$ cat config.mk
export PLATFORM = sky130hd
export DESIGN_NAME = vga_timing_decoder_flat
export DESIGN_NICKNAME = d
export VERILOG_FILES = /design/src/rtl/vga_timing_decoder_if.sv /design/src/rtl/vga_timing_decoder.sv /design/src/flat_wrapper.sv
export SDC_FILE = /design/constraint.sdc
export NUM_CORES = 1
export LEC_CHECK = 0
export ABC_AREA = 1
export CAP_MARGIN = 30
export CORE_MARGIN = 2
export CORE_UTILIZATION = 52
export CTS_BUF_LIST = sky130_fd_sc_hd__clkbuf_8
export DETAILED_ROUTE_END_ITERATION = 8
export GPL_ROUTABILITY_DRIVEN = 0
export PLACE_DENSITY = 0.84
export SETUP_SLACK_MARGIN = 0.4
export SYNTH_ARGS = -nofsm -noshare
export SYNTH_HDL_FRONTEND = slang
export SYNTH_SLANG_ARGS = --single-unit
$ cat constraint.sdc
create_clock -name clk -period 1.75 [get_ports clk]
set_input_delay 0.175 -clock clk [delete_from_list [all_inputs] [get_ports clk]]
set_output_delay 0.175 -clock clk [all_outputs]
set_load 0.02 [all_outputs]
$ cat src/rtl/vga_timing_decoder_if.sv
// Bundle between a VGA pixel source and the timing decoder:
// sync/colour inputs plus recovered timing, strobes and error flags.
interface vga_timing_decoder_if;
    logic        hsync;
    logic        vsync;
    logic [11:0] rgb;
    logic [9:0]  rec_x;
    logic [9:0]  rec_y;
    logic        rec_video_on;
    logic        pix_valid;
    logic [11:0] pix_rgb;
    logic        locked;
    logic        err_line;
    logic        err_hsw;
    logic        err_frame;
    logic        err_nosync;
    logic [7:0]  err_count;

    modport master (
        output hsync, vsync, rgb,
        input  rec_x, rec_y, rec_video_on, pix_valid, pix_rgb,
        input  locked, err_line, err_hsw, err_frame, err_nosync,
        input  err_count
    );

    modport slave (
        input  hsync, vsync, rgb,
        output rec_x, rec_y, rec_video_on, pix_valid, pix_rgb,
        output locked, err_line, err_hsw, err_frame, err_nosync,
        output err_count
    );
endinterface

$ cat src/rtl/vga_timing_decoder.sv
// Recovers pixel position from sampled VGA hsync/vsync, checks timing,
// tracks lock over clean frames and strobes captured active pixels.
module vga_timing_decoder #(
    parameter int CLK_PER_PIX = 4,
    parameter int H_TOTAL     = 800,
    parameter int HS_W        = 96,
    parameter int H_OFFSET    = 144,
    parameter int H_ACTIVE    = 640,
    parameter int V_TOTAL     = 525,
    parameter int V_OFFSET    = 35,
    parameter int V_ACTIVE    = 480,
    parameter int LOCK_FRAMES = 3
) (
    input  logic clk,
    input  logic rst,
    vga_timing_decoder_if.slave bus
);
    localparam logic [13:0] LINE_CLKS = 14'(H_TOTAL * CLK_PER_PIX);
    localparam logic [13:0] HSW_CLKS  = 14'(HS_W * CLK_PER_PIX);
    localparam logic [12:0] NOSYNC_M1 = 13'(2 * H_TOTAL * CLK_PER_PIX - 1);
    localparam logic [3:0]  DIV_MAX   = 4'(CLK_PER_PIX - 1);
    localparam logic [9:0]  H_OFF     = 10'(H_OFFSET);
    localparam logic [9:0]  H_END     = 10'(H_OFFSET + H_ACTIVE);
    localparam logic [9:0]  V_OFF     = 10'(V_OFFSET);
    localparam logic [9:0]  V_END     = 10'(V_OFFSET + V_ACTIVE);
    localparam logic [10:0] FRM_LINES = 11'(V_TOTAL);
    localparam logic [3:0]  LOCK_N    = 4'(LOCK_FRAMES);

    typedef enum logic [1:0] {SEARCH, ACQUIRE, LOCKED} state_t;

    state_t      state, state_n;
    logic [3:0]  good, good_n;
    logic        hs_q1, hs_q2, vs_q1, vs_q2;
    logic [11:0] rgb_q1, rgb_q2;
    logic        hs_fall, hs_rise, vs_fall, pix_tick;
    logic [12:0] hclk;
    logic [3:0]  div;
    logic [9:0]  hpix, vline;
    logic        hs_seen, vs_seen, nosync_armed;
    logic        line_bad, hsw_bad, frame_bad, nosync_hit;
    logic        err_now, err_any, pix_take;
    logic        e_line, e_hsw, e_frame, e_nosync;
    logic [7:0]  e_cnt;
    logic [9:0]  rx, ry;
    logic        rvon, pv;
    logic [11:0] prgb;

    always_ff @(posedge clk) begin
        if (rst) begin
            hs_q1  <= 1'b0;
            hs_q2  <= 1'b0;
            vs_q1  <= 1'b0;
            vs_q2  <= 1'b0;
            rgb_q1 <= '0;
            rgb_q2 <= '0;
        end else begin
            hs_q1  <= bus.hsync;
            hs_q2  <= hs_q1;
            vs_q1  <= bus.vsync;
            vs_q2  <= vs_q1;
            rgb_q1 <= bus.rgb;
            rgb_q2 <= rgb_q1;
        end
    end

    assign hs_fall  = hs_q2 & ~hs_q1;
    assign hs_rise  = ~hs_q2 & hs_q1;
    assign vs_fall  = vs_q2 & ~vs_q1;
    assign pix_tick = (div == DIV_MAX);

    // Counters hold "events since last reference", so length = count + 1.
    assign line_bad  = hs_fall & hs_seen
                     & (({1'b0, hclk} + 14'd1) != LINE_CLKS);
    assign hsw_bad   = hs_rise & hs_seen
                     & (({1'b0, hclk} + 14'd1) != HSW_CLKS);
    assign frame_bad = vs_fall & vs_seen
                     & (({1'b0, vline} + 11'd1) != FRM_LINES);
    assign nosync_hit = nosync_armed & ~hs_fall & (hclk == NOSYNC_M1);

    assign err_now  = line_bad | hsw_bad | frame_bad | nosync_hit;
    assign err_any  = e_line | e_hsw | e_frame | e_nosync;
    assign pix_take = pix_tick & rvon & (state == LOCKED);

    always_ff @(posedge clk) begin
        if (rst) begin
            hclk         <= '0;
            div          <= '0;
            hpix         <= '0;
            vline        <= '0;
            hs_seen      <= 1'b0;
            vs_seen      <= 1'b0;
            nosync_armed <= 1'b0;
        end else begin
            if (hs_fall)
                hclk <= '0;
            else if (hclk != 13'h1fff)
                hclk <= hclk + 13'd1;
            div <= (hs_fall | pix_tick) ? 4'd0 : div + 4'd1;
            if (hs_fall)
                hpix <= '0;
            else if (pix_tick && hpix != 10'h3ff)
                hpix <= hpix + 10'd1;
            if (vs_fall)
                vline <= '0;
            else if (hs_fall && vline != 10'h3ff)
                vline <= vline + 10'd1;
            if (hs_fall)
                hs_seen <= 1'b1;
            if (vs_fall)
                vs_seen <= 1'b1;
            if (hs_fall)
                nosync_armed <= 1'b1;
            else if (nosync_hit)
                nosync_armed <= 1'b0;
        end
    end

    always_ff @(posedge clk) begin
        if (rst) begin
            e_line   <= 1'b0;
            e_hsw    <= 1'b0;
            e_frame  <= 1'b0;
            e_nosync <= 1'b0;
            e_cnt    <= '0;
            rx       <= '0;
            ry       <= '0;
            rvon     <= 1'b0;
            pv       <= 1'b0;
            prgb     <= '0;
        end else begin
            e_line   <= line_bad;
            e_hsw    <= hsw_bad;
            e_frame  <= frame_bad;
            e_nosync <= nosync_hit;
            if (err_any && e_cnt != 8'hff)
                e_cnt <= e_cnt + 8'd1;
            rx   <= hpix - H_OFF;
            ry   <= vline - V_OFF;
            rvon <= (hpix >= H_OFF) && (hpix < H_END)
                 && (vline >= V_OFF) && (vline < V_END);
            pv   <= pix_take;
            if (pix_take)
                prgb <= rgb_q2;
        end
    end

    always_ff @(posedge clk) begin
        if (rst) begin
            state <= SEARCH;
            good  <= '0;
        end else begin
            state <= state_n;
            good  <= good_n;
        end
    end

    // A frame counts as clean only if no error is pending or being raised.
    always_comb begin
        state_n = state;
        good_n  = good;
        case (state)
            SEARCH: begin
                if (vs_fall) begin
                    state_n = ACQUIRE;
                    good_n  = '0;
                end
            end
            ACQUIRE: begin
                if (err_any) begin
                    state_n = SEARCH;
                end else if (vs_fall && !err_now) begin
                    good_n = good + 4'd1;
                    if ((good + 4'd1) >= LOCK_N)
                        state_n = LOCKED;
                end
            end
            LOCKED: begin
                if (err_any)
                    state_n = SEARCH;
            end
            default: state_n = SEARCH;
        endcase
    end

    assign bus.rec_x        = rx;
    assign bus.rec_y        = ry;
    assign bus.rec_video_on = rvon;
    assign bus.pix_valid    = pv;
    assign bus.pix_rgb      = prgb;
    assign bus.locked       = (state == LOCKED);
    assign bus.err_line     = e_line;
    assign bus.err_hsw      = e_hsw;
    assign bus.err_frame    = e_frame;
    assign bus.err_nosync   = e_nosync;
    assign bus.err_count    = e_cnt;
endmodule

$ cat src/flat_wrapper.sv
// flat-port wrapper written by rule: the top's interface ports become plain ports
module vga_timing_decoder_flat 
#(
    parameter int CLK_PER_PIX = 4,
    parameter int H_TOTAL     = 800,
    parameter int HS_W        = 96,
    parameter int H_OFFSET    = 144,
    parameter int H_ACTIVE    = 640,
    parameter int V_TOTAL     = 525,
    parameter int V_OFFSET    = 35,
    parameter int V_ACTIVE    = 480,
    parameter int LOCK_FRAMES = 3
)
  (clk, rst, bus_hsync, bus_vsync, bus_rgb, bus_rec_x, bus_rec_y, bus_rec_video_on, bus_pix_valid, bus_pix_rgb, bus_locked, bus_err_line, bus_err_hsw, bus_err_frame, bus_err_nosync, bus_err_count);
  vga_timing_decoder_if bus_i ();
  input  logic clk;
  input  logic rst;
  input wire logic [$bits(bus_i.hsync)-1:0] bus_hsync;
  input wire logic [$bits(bus_i.vsync)-1:0] bus_vsync;
  input wire logic [$bits(bus_i.rgb)-1:0] bus_rgb;
  output wire logic [$bits(bus_i.rec_x)-1:0] bus_rec_x;
  output wire logic [$bits(bus_i.rec_y)-1:0] bus_rec_y;
  output wire logic [$bits(bus_i.rec_video_on)-1:0] bus_rec_video_on;
  output wire logic [$bits(bus_i.pix_valid)-1:0] bus_pix_valid;
  output wire logic [$bits(bus_i.pix_rgb)-1:0] bus_pix_rgb;
  output wire logic [$bits(bus_i.locked)-1:0] bus_locked;
  output wire logic [$bits(bus_i.err_line)-1:0] bus_err_line;
  output wire logic [$bits(bus_i.err_hsw)-1:0] bus_err_hsw;
  output wire logic [$bits(bus_i.err_frame)-1:0] bus_err_frame;
  output wire logic [$bits(bus_i.err_nosync)-1:0] bus_err_nosync;
  output wire logic [$bits(bus_i.err_count)-1:0] bus_err_count;
  assign bus_i.hsync = bus_hsync;
  assign bus_i.vsync = bus_vsync;
  assign bus_i.rgb = bus_rgb;
  assign bus_rec_x = bus_i.rec_x;
  assign bus_rec_y = bus_i.rec_y;
  assign bus_rec_video_on = bus_i.rec_video_on;
  assign bus_pix_valid = bus_i.pix_valid;
  assign bus_pix_rgb = bus_i.pix_rgb;
  assign bus_locked = bus_i.locked;
  assign bus_err_line = bus_i.err_line;
  assign bus_err_hsw = bus_i.err_hsw;
  assign bus_err_frame = bus_i.err_frame;
  assign bus_err_nosync = bus_i.err_nosync;
  assign bus_err_count = bus_i.err_count;
  vga_timing_decoder #(.CLK_PER_PIX(CLK_PER_PIX), .H_TOTAL(H_TOTAL), .HS_W(HS_W), .H_OFFSET(H_OFFSET), .H_ACTIVE(H_ACTIVE), .V_TOTAL(V_TOTAL), .V_OFFSET(V_OFFSET), .V_ACTIVE(V_ACTIVE), .LOCK_FRAMES(LOCK_FRAMES)) u_core (.clk(clk), .rst(rst), .bus(bus_i));
endmodule
==> out/metrics.csv, run 1 <==
stage;metric;value;unit
power_and_ir_drop;Max VDD drop;0.000808;V
floorplanning;Initial Utilization;53.7;%
power_and_ir_drop;Flop pwr share;47.4;%
sta;Final Max Tran Viols;0;
sta;Final min period;2.29;ns
cts;Reg clk slew, reported paths;0.09;ns
status;failing checks;negative setup slack;
logic_synthesis;number of flops mapped to enable cells by yosys;0;
sta;# setup viols final;22;
logic_synthesis;Ys Warns;0;
route;Iter 0 DRT Violations;518;
logic_synthesis;largest cells by area after synthesis;dfxtp_1, nor2_1, nand2_1;
floorplanning;Die W;102;um
layout;nets;879;
place;Area after DPL;6290;um2
logic_synthesis;Seq/Total Area, Yosys;48.1;%
logic_synthesis;Synth top cells by count;nor2_1, dfxtp_1, nand2_1;
route;DR vias/cell;6.04;
sta;Final Hold Viols;0;
floorplanning;Core Box Area;9280;um2
layout;ratio of cells with drive above 1 in the final layout;43.3;%
power_and_ir_drop;P_sw;0.00194;W
flow_run;max cap viols;0;
power_and_ir_drop;internal power;0.00416;W
route;post-detailed-routing wire length;21400;um
place;I/O Buffers;62;
cts;number of buffers created by CTS;17;
cts;clk buf depth;2;
cts;CTS tree;done;
route;DR pass1 iterations;6;
route;wire per inst;21.5;um
power_and_ir_drop;power per cell area;759;nW/um2
cts;H-Tree Depth;4;
sta;PnR worst setup slack;-0.540;ns
power_and_ir_drop;Tot Pwr;0.00610;W
hold_path;Hold Crit Class;input pin to flip-flop;
route;drt drc;0;
place;post-DP HPWL;8340;um
power_and_ir_drop;clock network power share;41.3;%
sta;Slew headroom;49.4;%
logic_synthesis;Yosys cell types;35;
cts;Sink Count;120;
global_route;initial antenna violation count;0;
worst_setup_path;Arr. time, crit path;2.63;ns
power_and_ir_drop;Combinational Power Share;11.3;%
worst_setup_path;critical path type;flip-flop to flip-flop;
global_route;global-route wire length before repair;24900;um
logic_synthesis;Post-Syn Nets;706;
logic_synthesis;Mapped Cells;678;
worst_setup_path;CP Launch Type;flip-flop;
route;vias;6000;
sta;Highest Clock Rate;437;MHz
cts;Root Driver;clkbuf_8;
cts;Clock Latency Late Sink;0.46;ns
power_and_ir_drop;Lkg Pwr;3.46;nW
sta;Clock Skew;0.0196;ns
logic_synthesis;ys flop type;dfxtp_1;
global_route;largest net degree at the start of global routing;36;
sta;period utilization;131;%
layout;final instance area;8030;um2
sta;worst-margin pin slew;0.755;ns
place;placed cell count;910;
global_route;vias in the first global route;5376;
layout;Non-Filler Instances;993;
power_and_ir_drop;switch share;31.8;%
route;DRT antenna net count;0;
sta;RSZ-0062 raised after global routing;yes;
logic_synthesis;share of the synthesized area in the top cell type;48.1;%
global_route;GRT overflow;0;
worst_setup_path;CP required;2.09;ns
floorplanning;DIE AREA;10400;um2
global_route;GRT Total Usage;31.0;%
logic_synthesis;syn_area_per_cell;7.36;um2
layout;synthesis-to-finish area growth;60.9;%
worst_setup_path;CP max FO;8;
logic_synthesis;Synth area leader;dfxtp_1;
status;status;complete, but fails checks;
floorplanning;Die Ht;102;um
logic_synthesis;most frequent cell after synthesis;nor2_1;
logic_synthesis;Synth Cell Area;4990;um2
logic_synthesis;Async SR Flop Fraction;0;%
logic_synthesis;FF+latch count, synth;120;
floorplanning;row count;35;
floorplanning;num ports;63;
worst_setup_path;Worst Setup End Kind;flip-flop;
layout;Antenna diodes;0;
## flip-flops by register name (all words and copies together) (netlist names), 2 cells and up
signal,count
u_core.state,2
u_core.rgb_q1,12
u_core.vline,10
u_core.hpix,10
u_core.bus.rec_x,10
u_core.bus.rec_y,10
u_core.hclk,13
u_core.div,4
u_core.bus.err_count,8
u_core.bus.pix_rgb,12
u_core.rgb_q2,12
u_core.good,4
## routing by layer
layer / global-route usage [%] / routed length, um / vias up / share of wire [%]
li1: - / - / 2490 / -
met1: 31.1 / 6960 / 2783 / 33
met2: 57.5 / 10500 / 514 / 49
met3: 6.57 / 1800 / 213 / 8.4
met4: 20.2 / 2130 / 0 / 9.9
met5: 0 / 0 / - / 0
## final timing paths
path	start	end	slack, ns	depth (start not counted)
max	u_core.hclk[7]$_SDFFE_PP0P_	u_core.good[0]$_SDFFE_PP0P_	-0.54	14
min	rst	u_core.bus.err_hsw$_SDFF_PP0_	0.10	2
max reg2reg	u_core.hclk[7]$_SDFFE_PP0P_	u_core.good[0]$_SDFFE_PP0P_	-0.54	14
min reg2reg	u_core.rgb_q1[11]$_SDFF_PP0_	u_core.rgb_q2[11]$_SDFF_PP0_	0.41	2
## metrics by stage
step           hold WS, ns  setup WS [ns]  TNS [ns]  util [%]
2_1_floorplan        0.282        -0.0777    -0.404         -
3_3_place_gp         0.390         -0.171    -0.940      67.8
3_5_place_dp         0.393         -0.214     -1.28      67.8
4_1_cts             0.0943         -0.214     -1.28      79.0
5_1_grt              0.121         -0.575     -6.15      86.5
6_report             0.100         -0.540     -4.54      86.5
## power groups by stage
stage / sequential, W / clock [W] / combinational (W)
5_1_grt: 0.00289 / 0.00262 / 0.000725
2_1_floorplan: 0.00297 / 0 / 0.000231
6_report: 0.00289 / 0.00252 / 0.000689
4_1_cts: 0.00288 / 0.00240 / 0.000543
3_5_place_dp: 0.00294 / 0 / 0.000471
3_3_place_gp: 0.00293 / 0 / 0.000453
## layout make-up
class	instances	area, um2
timing repair inverter	1	8.76
multi-input combinational	443	3110
clock inverter	15	146
inverter	101	424
clock buffer	17	234
sequential	120	2460
tap	129	161
fill	414	1250
timing repair buffer	167	1480
## what timing repair did
item / in CTS / in global routing
resized for setup: 232 / 158
gates cloned: 3 / 0
setup buffers: 26 / 22
endpoints found under the hold margin: 0 / 0
endpoints found under the setup margin: 110 / 87
pin swaps: 47 / 53
hold buffers: 0 / 0
## placed cells by master, fill, tap and decap left out, drive strengths merged
cell           instances
o21bai                 2
nand3                 37
nand3b                 2
o21ai                 45
clkinv                 4
or2                    6
dlygate4sd2           32
o21a                   2
a21oi                 48
nand2                118
clkdlybuf4s50         14
ha                    12
a311oi                 1
buf                  108
clkinvlp               3
o31ai                  1
nor3                   8
dfxtp                120
clkdlybuf4s15          6
nor2                 137
nand4                  6
inv                  110
clkbuf                24
a31oi                  4
nor4                   3
xor2                   5
xnor2                  3
a211oi                 3
## cell families after synthesis
kind of cell | after synthesis | synth area share [%]
compound gates | 106 | 11.4
buf+inv | 115 | 8.73
flops | 120 | 48.1
fa+ha+maj | 12 | 3.01
xor+xnor | 8 | 1.40
simple gates | 317 | 27.4
## critical path, stage by stage (launching register included)
cell     delay (ns)
dfxtp_1        0.36
buf_4          0.13
nand2_1        0.07
nor2_1         0.27
nand4_1        0.18
nand2_1        0.19
nand2_1        0.10
nor2_1         0.15
nand3_2        0.11
nand2_2        0.10
nand3_4        0.11
nand2_8        0.13
nand3_1        0.08
nand2_1        0.13
nor2_1         0.06
No activity file was read; power rests on OpenSTA's default activity.
==> inputs of run 2 (changes only) <==
- HOLD_SLACK_MARGIN: not set -> 0.05
==> results of run 2 <==
No change in the layout: final DEF, timing and power equal those of run 1.
